File: config.mk
export PLATFORM = sky130hd
export DESIGN_NAME = alu_slice_sequencer_flat
export DESIGN_NICKNAME = d
export VERILOG_FILES = /design/src/rtl/alu_slice_sequencer_pkg.sv /design/src/rtl/alu_slice_sequencer_if.sv /design/src/rtl/alu_slice_sequencer.sv /design/src/flat_wrapper.sv
export SDC_FILE = /design/constraint.sdc
export NUM_CORES = 1
export LEC_CHECK = 0
export CAP_MARGIN = 10
export CORE_AREA = 8 8 89 91
export DETAILED_ROUTE_END_ITERATION = 10
export DIE_AREA = 0 0 97 99
export PLACE_DENSITY = 0.78
export SLEW_MARGIN = 20
export SYNTH_ARGS = -nofsm -noshare
export SYNTH_HDL_FRONTEND = slang
export SYNTH_SLANG_ARGS = --single-unit
File: constraint.sdc
create_clock -name clk -period 1.2 [get_ports clk]
set_input_delay 0.24 -clock clk [delete_from_list [all_inputs] [get_ports clk]]
set_output_delay 0.24 -clock clk [all_outputs]
set_load 0.005 [all_outputs]
File: src/rtl/alu_slice_sequencer_pkg.sv
// Shared types and constants for the 2-bit ALU slice sequencer.
// Optional status capture is enabled with the ALU_SEQ_STATUS_EN macro.
package alu_seq_pkg;

  localparam int SLICE_W = 2;
  localparam int FUNC_W  = 4;
  localparam int ST_W    = 3;

  typedef enum logic [1:0] {
    IDLE = 2'd0,
    RUN  = 2'd1,
    DONE = 2'd2
  } state_t;

  // Number of 2-bit slices needed to cover a WIDTH-bit operand
  function automatic int calc_nslice(input int width);
    return width / SLICE_W;
  endfunction

  // Slice counter width, never narrower than one bit
  function automatic int calc_cw(input int nslice);
    return (nslice > 1) ? $clog2(nslice) : 1;
  endfunction

endpackage

File: src/rtl/alu_slice_sequencer_if.sv
// Request, slice-drive and response signals of the ALU slice sequencer.
// The slave modport is the sequencer view, the master modport is the
// view of whoever issues requests, hosts the slice and takes responses.
// rsp_status only exists when ALU_SEQ_STATUS_EN is defined.
interface alu_slice_sequencer_if #(
  parameter int WIDTH = 16
);
  import alu_seq_pkg::*;

  localparam int NSLICE = calc_nslice(WIDTH);

  logic                 req_valid;
  logic                 req_ready;
  logic [WIDTH-1:0]     req_a;
  logic [WIDTH-1:0]     req_b;
  logic [FUNC_W-1:0]    req_func;
  logic                 req_mode;
  logic                 req_cin;

  logic [SLICE_W-1:0]   alu_a;
  logic [SLICE_W-1:0]   alu_b;
  logic [FUNC_W-1:0]    alu_func;
  logic                 alu_mode;
  logic                 alu_cin;
  logic [SLICE_W-1:0]   alu_r;
  logic                 alu_cout;
  logic [ST_W-1:0]      alu_st;

  logic                 rsp_valid;
  logic                 rsp_ready;
  logic [WIDTH-1:0]     rsp_result;
  logic                 rsp_cout;
  logic                 rsp_zero;
`ifdef ALU_SEQ_STATUS_EN
  logic [ST_W*NSLICE-1:0] rsp_status;
`endif

  modport slave (
`ifdef ALU_SEQ_STATUS_EN
    output rsp_status,
`endif
    input  req_valid, req_a, req_b, req_func, req_mode, req_cin,
    output req_ready,
    output alu_a, alu_b, alu_func, alu_mode, alu_cin,
    input  alu_r, alu_cout, alu_st,
    output rsp_valid, rsp_result, rsp_cout, rsp_zero,
    input  rsp_ready
  );

  modport master (
`ifdef ALU_SEQ_STATUS_EN
    input  rsp_status,
`endif
    output req_valid, req_a, req_b, req_func, req_mode, req_cin,
    input  req_ready,
    input  alu_a, alu_b, alu_func, alu_mode, alu_cin,
    output alu_r, alu_cout, alu_st,
    input  rsp_valid, rsp_result, rsp_cout, rsp_zero,
    output rsp_ready
  );

endinterface

File: src/rtl/alu_slice_sequencer.sv
// Drives a WIDTH-bit operation through an external 2-bit ALU slice, one
// slice per cycle LSB first, rippling the slice carry between cycles and
// assembling the full result, carry-out and zero flag.
// Defining ALU_SEQ_STATUS_EN additionally collects the per-slice status
// bits into rsp_status.
module alu_slice_sequencer
  import alu_seq_pkg::*;
#(
  parameter int WIDTH = 16
) (
  input logic                 clk,
  input logic                 rst,
  alu_slice_sequencer_if.slave bus
);

  localparam int NSLICE = calc_nslice(WIDTH);
  localparam int CW     = calc_cw(NSLICE);
  localparam logic [CW-1:0] LAST = CW'(NSLICE - 1);

  state_t            state_q;
  state_t            state_d;
  logic              accept;
  logic              last_slice;
  logic              run;
  logic              done;

  logic [WIDTH-1:0]  opa_q;
  logic [WIDTH-1:0]  opb_q;
  logic [WIDTH-1:0]  res_q;
  logic [WIDTH-1:0]  res_next;
  logic [FUNC_W-1:0] func_q;
  logic              mode_q;
  logic              cin_q;
  logic [CW-1:0]     count_q;
  logic              cout_q;
  logic              zero_q;

`ifdef ALU_SEQ_STATUS_EN
  logic [ST_W*NSLICE-1:0] status_q;
  logic [ST_W*NSLICE-1:0] status_next;
`endif

  // State register; reset aborts any operation in flight
  always_ff @(posedge clk) begin
    if (rst) state_q <= IDLE;
    else     state_q <= state_d;
  end

  // Next-state decode plus the accept / last-slice strobes used by the datapath
  always_comb begin
    state_d    = state_q;
    accept     = 1'b0;
    last_slice = 1'b0;
    case (state_q)
      IDLE: begin
        if (bus.req_valid) begin
          accept  = 1'b1;
          state_d = RUN;
        end
      end
      RUN: begin
        if (count_q == LAST) begin
          last_slice = 1'b1;
          state_d    = DONE;
        end
      end
      DONE: begin
        if (bus.rsp_ready) state_d = IDLE;
      end
      default: state_d = IDLE;
    endcase
  end

  // Result shifts right so the slice written last (the MSB slice) enters at the top
  always_comb begin
    res_next = res_q >> SLICE_W;
    res_next[WIDTH-1 -: SLICE_W] = bus.alu_r;
  end

`ifdef ALU_SEQ_STATUS_EN
  // Status groups shift in the same way, leaving slice 0 in the low group
  always_comb begin
    status_next = status_q >> ST_W;
    status_next[ST_W*NSLICE-1 -: ST_W] = bus.alu_st;
  end
`endif

  // Operand latch, operand shifting, carry ripple and result assembly
  always_ff @(posedge clk) begin
    if (rst) begin
      opa_q    <= '0;
      opb_q    <= '0;
      res_q    <= '0;
      func_q   <= '0;
      mode_q   <= 1'b0;
      cin_q    <= 1'b0;
      count_q  <= '0;
      cout_q   <= 1'b0;
      zero_q   <= 1'b0;
`ifdef ALU_SEQ_STATUS_EN
      status_q <= '0;
`endif
    end else begin
      case (state_q)
        IDLE: begin
          if (accept) begin
            opa_q    <= bus.req_a;
            opb_q    <= bus.req_b;
            func_q   <= bus.req_func;
            mode_q   <= bus.req_mode;
            cin_q    <= bus.req_cin;
            count_q  <= '0;
            res_q    <= '0;
            cout_q   <= 1'b0;
            zero_q   <= 1'b0;
`ifdef ALU_SEQ_STATUS_EN
            status_q <= '0;
`endif
          end
        end
        RUN: begin
          opa_q    <= opa_q >> SLICE_W;
          opb_q    <= opb_q >> SLICE_W;
          cin_q    <= bus.alu_cout;
          res_q    <= res_next;
          count_q  <= count_q + CW'(1);
`ifdef ALU_SEQ_STATUS_EN
          status_q <= status_next;
`endif
          if (last_slice) begin
            cout_q <= bus.alu_cout;
            zero_q <= (res_next == '0);
          end
        end
        default: begin
        end
      endcase
    end
  end

  assign run  = (state_q == RUN);
  assign done = (state_q == DONE);

  assign bus.req_ready  = (state_q == IDLE) && !rst;

  assign bus.alu_a      = run ? opa_q[SLICE_W-1:0] : '0;
  assign bus.alu_b      = run ? opb_q[SLICE_W-1:0] : '0;
  assign bus.alu_func   = run ? func_q : '0;
  assign bus.alu_mode   = run & mode_q;
  assign bus.alu_cin    = run & cin_q;

  assign bus.rsp_valid  = done;
  assign bus.rsp_result = done ? res_q : '0;
  assign bus.rsp_cout   = done & cout_q;
  assign bus.rsp_zero   = done & zero_q;
`ifdef ALU_SEQ_STATUS_EN
  assign bus.rsp_status = done ? status_q : '0;
`endif

endmodule

File: src/flat_wrapper.sv
// flat-port wrapper written by rule: the top's interface ports become plain ports
module alu_slice_sequencer_flat import alu_seq_pkg::*;
#(
  parameter int WIDTH = 16
)
  (clk, rst, bus_req_valid, bus_req_a, bus_req_b, bus_req_func, bus_req_mode, bus_req_cin, bus_req_ready, bus_alu_a, bus_alu_b, bus_alu_func, bus_alu_mode, bus_alu_cin, bus_alu_r, bus_alu_cout, bus_alu_st, bus_rsp_valid, bus_rsp_result, bus_rsp_cout, bus_rsp_zero, bus_rsp_ready);
  alu_slice_sequencer_if #(.WIDTH(WIDTH)) bus_i ();
  input logic clk;
  input logic rst;
  input wire logic [$bits(bus_i.req_valid)-1:0] bus_req_valid;
  input wire logic [$bits(bus_i.req_a)-1:0] bus_req_a;
  input wire logic [$bits(bus_i.req_b)-1:0] bus_req_b;
  input wire logic [$bits(bus_i.req_func)-1:0] bus_req_func;
  input wire logic [$bits(bus_i.req_mode)-1:0] bus_req_mode;
  input wire logic [$bits(bus_i.req_cin)-1:0] bus_req_cin;
  output wire logic [$bits(bus_i.req_ready)-1:0] bus_req_ready;
  output wire logic [$bits(bus_i.alu_a)-1:0] bus_alu_a;
  output wire logic [$bits(bus_i.alu_b)-1:0] bus_alu_b;
  output wire logic [$bits(bus_i.alu_func)-1:0] bus_alu_func;
  output wire logic [$bits(bus_i.alu_mode)-1:0] bus_alu_mode;
  output wire logic [$bits(bus_i.alu_cin)-1:0] bus_alu_cin;
  input wire logic [$bits(bus_i.alu_r)-1:0] bus_alu_r;
  input wire logic [$bits(bus_i.alu_cout)-1:0] bus_alu_cout;
  input wire logic [$bits(bus_i.alu_st)-1:0] bus_alu_st;
  output wire logic [$bits(bus_i.rsp_valid)-1:0] bus_rsp_valid;
  output wire logic [$bits(bus_i.rsp_result)-1:0] bus_rsp_result;
  output wire logic [$bits(bus_i.rsp_cout)-1:0] bus_rsp_cout;
  output wire logic [$bits(bus_i.rsp_zero)-1:0] bus_rsp_zero;
  input wire logic [$bits(bus_i.rsp_ready)-1:0] bus_rsp_ready;
  assign bus_i.req_valid = bus_req_valid;
  assign bus_i.req_a = bus_req_a;
  assign bus_i.req_b = bus_req_b;
  assign bus_i.req_func = bus_req_func;
  assign bus_i.req_mode = bus_req_mode;
  assign bus_i.req_cin = bus_req_cin;
  assign bus_req_ready = bus_i.req_ready;
  assign bus_alu_a = bus_i.alu_a;
  assign bus_alu_b = bus_i.alu_b;
  assign bus_alu_func = bus_i.alu_func;
  assign bus_alu_mode = bus_i.alu_mode;
  assign bus_alu_cin = bus_i.alu_cin;
  assign bus_i.alu_r = bus_alu_r;
  assign bus_i.alu_cout = bus_alu_cout;
  assign bus_i.alu_st = bus_alu_st;
  assign bus_rsp_valid = bus_i.rsp_valid;
  assign bus_rsp_result = bus_i.rsp_result;
  assign bus_rsp_cout = bus_i.rsp_cout;
  assign bus_rsp_zero = bus_i.rsp_zero;
  assign bus_i.rsp_ready = bus_rsp_ready;
  alu_slice_sequencer #(.WIDTH(WIDTH)) u_core (.clk(clk), .rst(rst), .bus(bus_i));
endmodule
==> metrics.txt <==
Slew Limit Headroom=0.694; Synth Area in Compound Gates=0.159; critical path startpoint category=flip-flop; clock group share of total power=0.345; total of max-cap violations=0; synthesis-to-layout area growth=84.8%; routability-driven placement congestion ratio=0.831; master cell of the clock root buffer=clkbuf_8; worst endpoint data arrival time=1.88 ns; Req. time, crit path=1.43 ns; via count=3,027; number of CTS-inserted buffers=9; syn_area_per_cell=7.83 um^2; clock tree from TritonCTS=yes; Setup Crit Path Kind=reg2reg; total cell area at the placement stage=3810 um^2; element type at the critical path end=flip-flop; first-pass GRT wire length=15.5 mm; most common cell after layout, fill and taps aside=dfxtp_1; main combinational cell family by area after synthesis=simple AND/OR/NAND/NOR gates; final setup slack of the worst path=-0.456 ns; number of top-level design ports=78; number of antenna violations at the first check in global routing=0; maximum resistive drop on vdd=0.00114 V; overall fraction of global-route tracks in use=0.196; floorplan die area=9600 um^2; count of yosys warnings during synthesis=0; Diodes inserted=0; setup repair after global routing missed its margin=true; Sequential Power Share=0.429; multiplexer area fraction after synthesis=0; crit-path max FO=6; final worst hold slack=0.463 ns; latest clock arrival within the worst-skew pair=0.34 ns; largest cells by area after synthesis=dfxtp_1 45%, nand2_1 12%, a311oi_1 9.1%; leakage=1.96 nW; most frequent cells in the layout=59 x dfxtp_1, 53 x buf_6, 48 x nand2_1; maximum number of pins on one net before global-route repair=36; Switching Power=1.49 mW; Clock Skew=0.0120 ns; HPWL after detailed placement=5.24 mm; upper clock frequency limit=604 MHz; number of standard-cell rows in the floorplan=30; violations in the final reports=negative setup slack; part of the total power dissipated in combinational logic=0.226; number of DRC markers after the initial detailed-route iteration=141; clock-pin slew reported for the worst setup and hold paths after clock tree synthesis=0.06 ns; number of nets produced by synthesis=396; Finished Cell Area=5000 um^2; CTS HTree Levels=3; buffers from clock root to sink, at most=2; number of nets in the layout=519; largest area contributor in the netlist=dfxtp_1; fraction of post-synthesis cell area in the top cell type by area=0.451; Placeable Area=6570 um^2; Fin. Hold Viols=0; DRT antenna net count=0; total power per unit cell area=1050 nW/um^2; Die H=99 um; adder and majority gate portion of the synthesized area=0.00924; setup violation total in the final timing report=91; flip-flop and latch count after synthesis=61; drt first pass iters=4; count of different cell masters after synthesis=24; worst min-delay path category=in2reg; share of post-route cells with drive strength above 1=0.538; internal power=3.76 mW; detailed-route wire length=10.3 mm; final critical path time including I/O delays and setup=1.66 ns; final critical-path share of the clock period=1.38; switching share of total power=0.283; count of port buffers added during placement=74; Worst Max-Slew Pin Slew=0.459 ns; number of max-slew violations in the final report=0; initial standard-cell utilization of the core=0.412; via count of the first global-routing pass=3,104; average routed wire per standard cell=18.5 um; result of the run=finished with violations; die width=97 um; pre-CTS setup slack=-0.569 ns; final routed DRC violation total=0; clock sink count=61; via count normalized by instance count=5.46; cell count after synthesis=346; post-route total power=5.24 mW; simple-gate area share of the yosys netlist=0.317; aggregate global routing overflow=0; sequential share of the synthesized area=0.451; xor-xnor portion of the synthesized cell area=0; Cell Area, Synth=2710 um^2
## registers in the layout (all words and copies together), names as in the netlist
signal          count
u_core.opb_q       16
u_core.res_q       16
u_core.func_q       4
u_core.cin_q        1
u_core.zero_q       1
u_core.opa_q       16
u_core.mode_q       1
u_core.count_q      3
u_core.cout_q       1
u_core.state_q      2
## stage by stage
step                      instances   util  TNS [ns]
after global placement          509  0.580    -39.48
after detailed placement        509  0.580    -40.89
after global routing            554  0.762    -37.28
final                           554  0.762    -33.01
after floorplan                 346      -     -1.39
after CTS                       556  0.714    -33.47
## worst paths after layout
kind                                                startpoint                            end  slack, ns  cells past startpoint
worst max-delay path            u_core.state_q[0]$_SDFFE_PP0P_   u_core.opa_q[8]$_SDFFE_PP0P_      -0.46                      7
worst min-delay path                           bus_req_func[0]  u_core.func_q[0]$_SDFFE_PP0P_       0.46                      3
worst max register to register  u_core.state_q[0]$_SDFFE_PP0P_   u_core.opa_q[8]$_SDFFE_PP0P_      -0.46                      7
worst min register to register   u_core.func_q[0]$_SDFFE_PP0P_  u_core.func_q[0]$_SDFFE_PP0P_       0.47                      2
## worst max-delay path, stage by stage (launching register included)
cell      delay [ns]
dfxtp_4         0.36
buf_6           0.13
buf_6           0.11
nor3b_4         0.28
buf_6           0.16
buf_6           0.13
nand2_1         0.07
a311oi_1        0.30
## cell usage after synthesis
master / instances
a21oi_1: 30
a311oi_1: 28
a311oi_2: 1
and2_1: 28
buf_2: 12
buf_4: 6
buf_6: 2
clkbuf_1: 12
dfxtp_1: 61
ha_1: 2
nand2_1: 90
nand2b_1: 3
nand3_1: 26
nand3b_1: 1
nand4b_1: 1
nor2_1: 31
nor2b_1: 2
nor3_1: 2
nor3b_2: 1
nor4_1: 3
o2111ai_1: 1
o21a_1: 1
o21ai_1: 1
or3b_1: 1
## final cells by class
class	count	area, um^2
sequential	61	1230
clock inverter	5	50.0
timing repair buffer	144	1540
fill	397	1570
clock buffer	11	141
tap	80	100
multi-input combinational	253	1950
## power groups by stage
stage | logic [mW] | registers (mW) | clock network (mW)
3_5_place_dp | 0.766 | 2.26 | 0
4_1_cts | 1.03 | 2.23 | 1.82
3_3_place_gp | 0.745 | 2.26 | 0
5_1_grt | 1.25 | 2.26 | 1.92
2_1_floorplan | 0.450 | 2.25 | 0
6_report | 1.18 | 2.25 | 1.81
## per-layer routing
metal | vias to the layer above | part of all wire | global-route usage
met3 | 13 | 0.056 | 0.0392
met2 | 108 | 0.51 | 0.335
met1 | 1469 | 0.42 | 0.232
met5 | - | 0 | 0
met4 | 0 | 0.017 | 0.0840
li1 | 1437 | - | -
## logic make-up after synthesis
kind of cell,count (synthesis)
and+or+nand+nor,189
AOI/OAI and AO/OA,62
DFF,61
buffers and inverters,32
adders and majority gates,2
## timing repair
| action | in CTS | in global routing |
|---|---|---|
| hold buffers | 0 | 0 |
| setup endpoints to repair | 90 | 91 |
| pin swaps | 60 | 45 |
| resized for setup | 244 | 92 |
| cloned | 8 | 0 |
| buffers inserted | 23 | 5 |
| endpoints found under the hold margin | 0 | 0 |
No activity file was read; power rests on OpenSTA's default activity.
